### src/rtl/nx_fifo_rr_wr_arb.sv
// nx_fifo_rr_wr_arb: round-robin, packet-locking arbiter for one FIFO write port
//   clk, rst_n           clock, asynchronous active-low reset
//   req_valid/last/data  per-requester beat valid, last-beat flag, data at [i*DW +: DW]
//   req_ready            per-requester accept (at most one bit high)
//   clear                synchronous flush of arbiter state
//   fifo_full/free_slots FIFO status used for flow control
//   fifo_wen/wdata       registered FIFO write stage
//   grant_id, locked     current or most recent owner, packet in progress
//   burst_err            sticky: a packet exceeded MAX_BURST beats
module nx_fifo_rr_wr_arb #(
    parameter int N_REQ     = 4,
    parameter int DW        = 83,
    parameter int CW        = 8,
    parameter int MAX_BURST = 16
) (
    input  logic                       clk,
    input  logic                       rst_n,
    input  logic [N_REQ-1:0]           req_valid,
    input  logic [N_REQ-1:0]           req_last,
    input  logic [N_REQ*DW-1:0]        req_data,
    output logic [N_REQ-1:0]           req_ready,
    input  logic                       clear,
    input  logic                       fifo_full,
    input  logic [CW-1:0]              fifo_free_slots,
    output logic                       fifo_wen,
    output logic [DW-1:0]              fifo_wdata,
    output logic [$clog2(N_REQ)-1:0]   grant_id,
    output logic                       locked,
    output logic                       burst_err
);
    localparam int IW = $clog2(N_REQ);
    localparam int BW = $clog2(MAX_BURST + 2);

    logic [N_REQ-1:0][DW-1:0] req_arr;
    logic                     armed_q, locked_q, locked_d, burst_err_q, burst_err_d;
    logic                     fifo_wen_q, fifo_wen_d;
    logic [DW-1:0]            fifo_wdata_q, fifo_wdata_d;
    logic [IW-1:0]            grant_id_q, grant_id_d, rr_ptr_q, rr_ptr_d;
    logic [IW-1:0]            win, acc_id, acc_nxt;
    logic [BW-1:0]            cnt_q, cnt_d;
    logic                     found, space_ok, accept, acc_last;

    assign req_arr = req_data;
    // The beat already sitting in the write register will occupy one slot.
    assign space_ok = !fifo_full && (fifo_free_slots > CW'(fifo_wen_q));

    // Descending scan so the lowest offset from rr_ptr wins.
    always_comb begin
        win   = '0;
        found = 1'b0;
        for (int k = N_REQ - 1; k >= 0; k--) begin
            if (req_valid[IW'((int'(rr_ptr_q) + k) % N_REQ)]) begin
                win   = IW'((int'(rr_ptr_q) + k) % N_REQ);
                found = 1'b1;
            end
        end
    end

    // grant_id_q doubles as the packet owner while locked.
    always_comb begin
        req_ready = '0;
        if (armed_q && !clear) begin
            if (locked_q)
                req_ready[grant_id_q] = req_valid[grant_id_q] & space_ok;
            else if (found)
                req_ready[win] = space_ok;
        end
    end

    assign acc_id   = locked_q ? grant_id_q : win;
    assign accept   = |(req_valid & req_ready);
    assign acc_last = req_last[acc_id];
    assign acc_nxt  = (acc_id == IW'(N_REQ - 1)) ? '0 : acc_id + 1'b1;

    always_comb begin
        locked_d     = locked_q;
        grant_id_d   = grant_id_q;
        rr_ptr_d     = rr_ptr_q;
        cnt_d        = cnt_q;
        burst_err_d  = burst_err_q;
        fifo_wen_d   = accept;
        fifo_wdata_d = accept ? req_arr[acc_id] : fifo_wdata_q;
        if (clear) begin
            locked_d    = 1'b0;
            grant_id_d  = '0;
            rr_ptr_d    = '0;
            cnt_d       = '0;
            burst_err_d = 1'b0;
            fifo_wen_d  = 1'b0;
        end else if (accept) begin
            grant_id_d = acc_id;
            if (locked_q) begin
                // Saturate at MAX_BURST+1; the overlong packet still completes.
                cnt_d = (cnt_q > BW'(MAX_BURST)) ? cnt_q : cnt_q + 1'b1;
                if (cnt_q >= BW'(MAX_BURST))
                    burst_err_d = 1'b1;
            end else begin
                cnt_d = BW'(1);
            end
            if (acc_last) begin
                locked_d = 1'b0;
                rr_ptr_d = acc_nxt;
                cnt_d    = '0;
            end else begin
                locked_d = 1'b1;
            end
        end
    end

    always_ff @(posedge clk or negedge rst_n) begin
        if (!rst_n) begin
            armed_q      <= 1'b0;
            locked_q     <= 1'b0;
            grant_id_q   <= '0;
            rr_ptr_q     <= '0;
            cnt_q        <= '0;
            burst_err_q  <= 1'b0;
            fifo_wen_q   <= 1'b0;
            fifo_wdata_q <= '0;
        end else begin
            armed_q      <= 1'b1;
            locked_q     <= locked_d;
            grant_id_q   <= grant_id_d;
            rr_ptr_q     <= rr_ptr_d;
            cnt_q        <= cnt_d;
            burst_err_q  <= burst_err_d;
            fifo_wen_q   <= fifo_wen_d;
            fifo_wdata_q <= fifo_wdata_d;
        end
    end

    assign fifo_wen   = fifo_wen_q;
    assign fifo_wdata = fifo_wdata_q;
    assign grant_id   = grant_id_q;
    assign locked     = locked_q;
    assign burst_err  = burst_err_q;
endmodule

### config.mk
export PLATFORM = sky130hd
export DESIGN_NAME = nx_fifo_rr_wr_arb
export DESIGN_NICKNAME = d
export VERILOG_FILES = /design/src/rtl/nx_fifo_rr_wr_arb.sv
export SDC_FILE = /design/constraint.sdc
export NUM_CORES = 1
export LEC_CHECK = 0
export CORE_AREA = 2 2 171 173
export CTS_BUF_LIST = sky130_fd_sc_hd__clkbuf_4 sky130_fd_sc_hd__clkbuf_8
export DETAILED_ROUTE_END_ITERATION = 7
export DIE_AREA = 0 0 173 175
export PLACE_DENSITY = 0.67
export SETUP_SLACK_MARGIN = 0.05
export SLEW_MARGIN = 25
export SYNTH_ARGS = -nofsm -noshare
export SYNTH_HDL_FRONTEND = slang
export SYNTH_SLANG_ARGS = --single-unit
### constraint.sdc
create_clock -name clk -period 2.2 [get_ports clk]
set_clock_uncertainty 0.1 [all_clocks]
set_input_delay 0.44 -clock clk [delete_from_list [all_inputs] [get_ports clk]]
set_output_delay 0.44 -clock clk [all_outputs]
set_load 0.02 [all_outputs]
# Word level (Yosys, flattened, before mapping)
# Index checks and enable logic that the tools add are counted.
[totals] mem_count=0 ff_bits=96 mem_bits_rw=0 rom_bits=0 input_bits=352 latchBits=0
[classes] shift=0 add_sub_neg=5 magnitude_cmp=12 mux=53 n_mul=0 n_div=0 n_reduce_logical=14 eq_ne=2 n_bitwise=4
[op_table] op="binary-select mux 83 bit (select 2 bit)" count=1
[op_table] op="2-to-1 mux 83 bit" count=1
[op_table] op="2-to-1 mux 5 bit" count=5
[op_table] op="2-to-1 mux 1 bit" count=24
[op_table] op="2-to-1 mux 2 bit" count=11
[op_table] op="< comparator 2 x 4 -> 1 bit (second input constant)" count=4
[op_table] op="AND 4 bit" count=3
[op_table] op="binary-select mux 1 bit (select 2 bit)" count=6
[op_table] op="2-to-1 mux 4 bit" count=3
[op_table] op="< comparator 2 x 3 -> 1 bit (second input constant)" count=3
[op_table] op="> comparator 8 x 1 -> 1 bit" count=1
[op_table] op="nonzero test 2 bit" count=4
[op_table] op="adder 5 x 1 -> 5 bit (second input constant)" count=1
[op_table] op="greater-or-equal comparator 5 bit (second input constant)" count=1
[op_table] op="> comparator 5 bit (second input constant)" count=1
[op_table] op="adder 2 x 1 -> 2 bit (second input constant)" count=2
[op_table] op="adder 2 bit (second input constant)" count=2
[op_table] op="demux 1 bit (select 2 bit)" count=2
[op_table] op="greater-or-equal comparator 2 x 1 -> 1 bit (second input constant)" count=2
[op_table] op="logical AND 1 bit" count=4
[op_table] op="!= test 4 bit (second input constant)" count=1
[op_table] op="AND reduction 2 bit" count=2
[op_table] op="OR reduction 4 bit" count=1
[op_table] op="AND reduction 3 bit" count=1
[op_table] op="other kinds (3)" count=4

# Depth between registers and ports, before layout
[depth] depth_word=20 ltp_mapped=11 ltp_nobuf=10

# Worst setup path before layout
# Ideal clock, no wire load.
[synth_timing] kind="input -> register" start="input fifo_free_slots[0]" end="register cnt_q[2]" stages=11 arrival_ns=2.500 path_slack_ns=-0.529 t_required_ns=1.970 setup_time_ns=0.130 cell_sequence="inv_1 > ha_1 > or2_1 > a31oi_1 > nand4_1 > a21oi_2 > nor3b_4 > buf_4 > buf_4 > a22oi_1 > o22ai_1"
[synth_via] elab_chain_len=10 word_cells_on_any_way=12
[synth_rtl] element="start: declaration" line_no="24" rtl="input logic [CW-1:0] fifo_free_slots,"
[synth_rtl] element="> comparator 8 x 1 -> 1 bit (*)" line_no="45" rtl="assign space_ok = !fifo_full && (fifo_free_slots > CW'(fifo_wen_q));"
[synth_rtl] element="logical AND 1 bit (*)" line_no="45"
[synth_rtl] element="AND 4 bit (no source line) or AND 1 bit (tied branches)"
[synth_rtl] element="2-to-1 mux 4 bit or AND 4 bit (tied branches)"
[synth_rtl] element="2-to-1 mux 4 bit (*)" line_no="63" rtl="if (locked_q)"
[synth_rtl] element="2-to-1 mux 4 bit (*)" line_no="62" rtl="if (armed_q && !clear) begin"
[synth_rtl] element="named net req_ready[1]" line_no="21" rtl="output logic [N_REQ-1:0] req_ready,"
[synth_rtl] element="AND 4 bit (*)" line_no="71" rtl="assign accept = |(req_valid & req_ready);"
[synth_rtl] element="OR reduction 4 bit (*)" line_no="71"
[synth_rtl] element="nonzero test 2 bit (no source line) (*)"
[synth_rtl] element="AND reduction 2 bit (no source line) (*)"
[synth_rtl] element="end signal: assignment" line_no="125" rtl="cnt_q <= cnt_d;"
[synth_rtl] element="end: declaration" line_no="40" rtl="logic [BW-1:0] cnt_q, cnt_d;"
# The timed path passes the listed nets; every way through them passes the cells marked *.
# A chain may end at the register's enable or synchronous reset.

# Worst setup path in the final report
[layout_timing] start="input fifo_free_slots[0]" end="register fifo_wdata_q[18] (netlist: fifo_wdata[18])"
[layout_via] elab_chain_len=8 word_cells_on_any_way=10
[layout_rtl] element="> comparator 8 x 1 -> 1 bit (*)" line_no="45"
[layout_rtl] element="logical AND 1 bit (*)" line_no="45"
[layout_rtl] element="AND 4 bit (no source line) or AND 1 bit (tied branches)"
[layout_rtl] element="2-to-1 mux 4 bit or AND 4 bit (tied branches)"
[layout_rtl] element="2-to-1 mux 4 bit (*)" line_no="63"
[layout_rtl] element="2-to-1 mux 4 bit (*)" line_no="62"
[layout_rtl] element="AND 4 bit (*)" line_no="71"
[layout_rtl] element="OR reduction 4 bit (*)" line_no="71"
[layout_rtl] element="end signal: assignment" line_no="128" rtl="fifo_wdata_q <= fifo_wdata_d;"
[layout_rtl] element="end: declaration" line_no="37" rtl="logic [DW-1:0] fifo_wdata_q, fifo_wdata_d;"
# Every way passes the cells marked *; elsewhere a longest branch is shown, timed or not.

==> flow_metrics.py <==
metrics = {
    "status": {
        "status": "finished, violations left",
        "violations": "negative setup slack",
    },
    "critical_path": {
        "cp-start-kind": "input pin",
        "critPathArrivalTime_ps": 2980,
        "setup.worst_path.end_class": "flop",
        "path_max_fanout": 7,
        "r2r_cells": 13,
        "r2r_slack_ps": -540,
        "critPathKind": "input pin to flop",
        "r2r_start": "fifo_wen",
        "rr_endpoint": "fifo_wdata[18]",
        "crit_required_ps": 2420,
    },
    "sta": {
        "rsz0062_at_grt": "true",
        "finalSetupTns_ps": -44610,
        "hold_slack_ps": 384,
        "hold_violations": 0,
        "tightest_slew_ps": 539,
        "setup_viol": 99,
        "slew_headroom_pct": 64.1,
        "finalCritPeriodShare_pct": 125,
        "finalCriticalPeriod_ps": 2760,
        "finalMaxSlewViolations": 0,
        "layout_setup_ws_ps": -557,
        "fmax_ghz": 0.363,
    },
    "synthesis": {
        "netlist_top_cells_count": "177 x nand2_1, 96 x dfrtp_1, 84 x a21o_1",
        "synth_cell_types": 56,
        "synth.area.top_cells": "dfrtp_1 36%, a311oi_1 11%, nand2_1 10%",
        "ys.flop_type": "dfrtp_1",
        "synth.largest_area_cell": "dfrtp_1",
        "async_flop_share_pct": 100,
        "syn_nets": 1135,
        "synth-xor-area-share_pct": 0,
        "synthAdderAreaFrac_pct": 0.563,
        "muxShareOfSynthArea_pct": 0.919,
        "ys_seq_area_share_pct": 36.0,
        "synth-compound-area-share_pct": 34.8,
        "synth-edff-count": 0,
        "synthSimpleGateAreaFrac_pct": 21.0,
        "synth_cells": 780,
        "yosysTopAreaCellShare_pct": 36.0,
        "synthMostInstantiatedCell": "nand2_1",
        "synth_top_family_by_area": "compound AO/OA/AOI/OAI gates",
        "yosysWarnings": 0,
        "synthesis.area_mm2": 0.00667,
        "postSynthAreaPerCell_um2": 8.55,
        "ys_seq_elements": 96,
    },
    "clock_tree": {
        "clk_pin_slew_ps": 100,
        "cts_made_buffers": 9,
        "cts_sinks": 96,
        "cts-root-buf": "clkbuf_8",
        "clock_latency_ps": 380,
        "cts_buffer_depth": 2,
        "ctsHtreeMaxLevel": 3,
        "cts_tree": "built",
    },
    "run": {
        "max-cap-violations": 0,
    },
    "drt": {
        "dr.pass1.iters": 4,
        "avgViaCountPerCell": 4.97,
        "via_count": 8479,
        "route.antenna.remaining_nets": 0,
        "routed_wl_mm": 33.0,
        "wl_per_cell_um": 19.3,
        "drt_iter0_markers": 464,
        "drc": 0,
    },
    "final_layout": {
        "regArea_mm2": 0.00241,
        "fillers": 2599,
        "multiInputGateArea_mm2": 0.00474,
        "post-route-util_pct": 49.6,
        "drive_gt1_share_pct": 24.5,
        "area_delta_synth_final_pct": 111,
        "stdcell_area_mm2": 0.0141,
        "final_nets": 1670,
    },
    "place": {
        "portBuffers": 443,
        "post_dp_cell_area_mm2": 0.0123,
        "dp_hpwl_mm": 22.9,
        "gp_congestion": 0.903,
        "preCtsSetupSlack_ps": -1330,
    },
    "global_routing": {
        "antenna_found_initial": 2,
        "grt_usage_pct": 19.7,
        "grt_overflow_total": 0,
        "grt_pass1_vias": 8566,
        "grt_max_degree": 52,
        "grt_pass1_wl_mm": 47.6,
    },
    "die": {
        "initial_core_util_pct": 23.5,
        "rows": 62,
        "die_area_mm2": 0.0303,
        "dieWidth_um": 173,
        "die_h_um": 175,
        "core_mm2": 0.0284,
        "ios": 444,
    },
    "worst_hold_path": {
        "min_to": "fifo_wdata[23]",
        "hold_depth": 1,
        "min_path_type": "flop to flop",
        "worstHoldStart": "fifo_wdata[23]",
    },
    "pwr": {
        "total_leakage_power_nw": 5.96,
        "power_density_mw_per_mm2": 1010,
        "peakVddDrop_uv": 419,
    },
}
-- metal layers --
layer	GRT usage (%)	vias to the layer above	wire length, um
met5	0	-	13
met3	4.33	51	2150
met4	5.30	2	712
met1	23.2	4111	12800
li1	-	3970	-
met2	36.2	345	17300
-- layout make-up --
type,instances,share of cell area [%]
timing repair buffer,601,44.0
tap,384,3.41
multi-input combinational,597,33.7
sequential,96,17.1
clock inverter,4,0.222
clock buffer,12,1.08
antenna,1,0.0178
inverter,10,0.445
-- flip-flops by register name (all words and copies together) (netlist names) --
| name | cells |
|---|---|
| cnt_q | 5 |
| rr_ptr_q | 2 |
| grant_id | 2 |
| locked | 1 |
| fifo_wen | 1 |
| fifo_wdata | 83 |
| armed_q | 1 |
| burst_err | 1 |
-- cells in the final DEF (no fill, tap or decap), drive strengths merged, types with 3 or more instances in the layout --
cell	count
a211oi	83
a21o	84
a21oi	8
a311oi	83
and2	86
buf	158
clkbuf	16
clkdlybuf4s50	428
clkinvlp	3
dfrtp	96
dlygate4sd2	9
ha	3
inv	9
mux2i	5
nand2	177
nand3	4
nand4	4
nor2	6
nor2b	4
nor3	4
o21ai	8
-- cells by family after synthesis --
family,Yosys count
compound gates,293
buf+inv,87
fa+ha+maj,3
flops,96
simple gates,294
other cells,1
mux,6
-- report_power, final --
group | internal (mW) | leakage [nW] | switching (mW)
combinational | 4.99 | 4.67 | 5.03
clock | 0.472 | 0.0857 | 0.709
sequential | 2.53 | 1.20 | 0.467
-- worst max-delay path by stage --
stage                             startpoint              to  slack [ps]  cells after the start
after floorplan                     fifo_wen  fifo_wdata[70]        -250                     10
after global placement    fifo_free_slots[0]    req_ready[2]       -1320                     10
after detailed placement  fifo_free_slots[0]    req_ready[3]       -1330                      9
after CTS                           fifo_wen    req_ready[3]        -600                      7
after global routing                fifo_wen  fifo_wdata[18]        -620                     13
final                     fifo_free_slots[0]  fifo_wdata[18]        -560                     15
-- stage by stage --
stage	cells	power [mW]
global route	1705	15.0
detailed placement	1653	11.2
CTS	1692	13.5
finish	1705	14.2
floorplan	780	7.07
global placement	1653	11.1
-- worst max-delay path, stage by stage --
cell and delay, ps:
dlygate4sd2_1 350, inv_12 30, ha_4 220, or2_4 260
a31oi_4 230, buf_6 130, nand4_1 130, a21oi_4 230
nor3b_4 80, buf_6 140, buf_12 150, buf_8 140
buf_6 130, a311oi_2 180, a21o_1 110
-- repair_timing --
action	4_1_cts	5_1_grt
hold endpoints to repair	33	0
gates cloned	8	4
resized for setup	164	83
setup buffers	14	12
pin swaps	13	45
hold buffers	1	0
setup endpoints to repair	100	100
(Power assumes the default switching activity.)
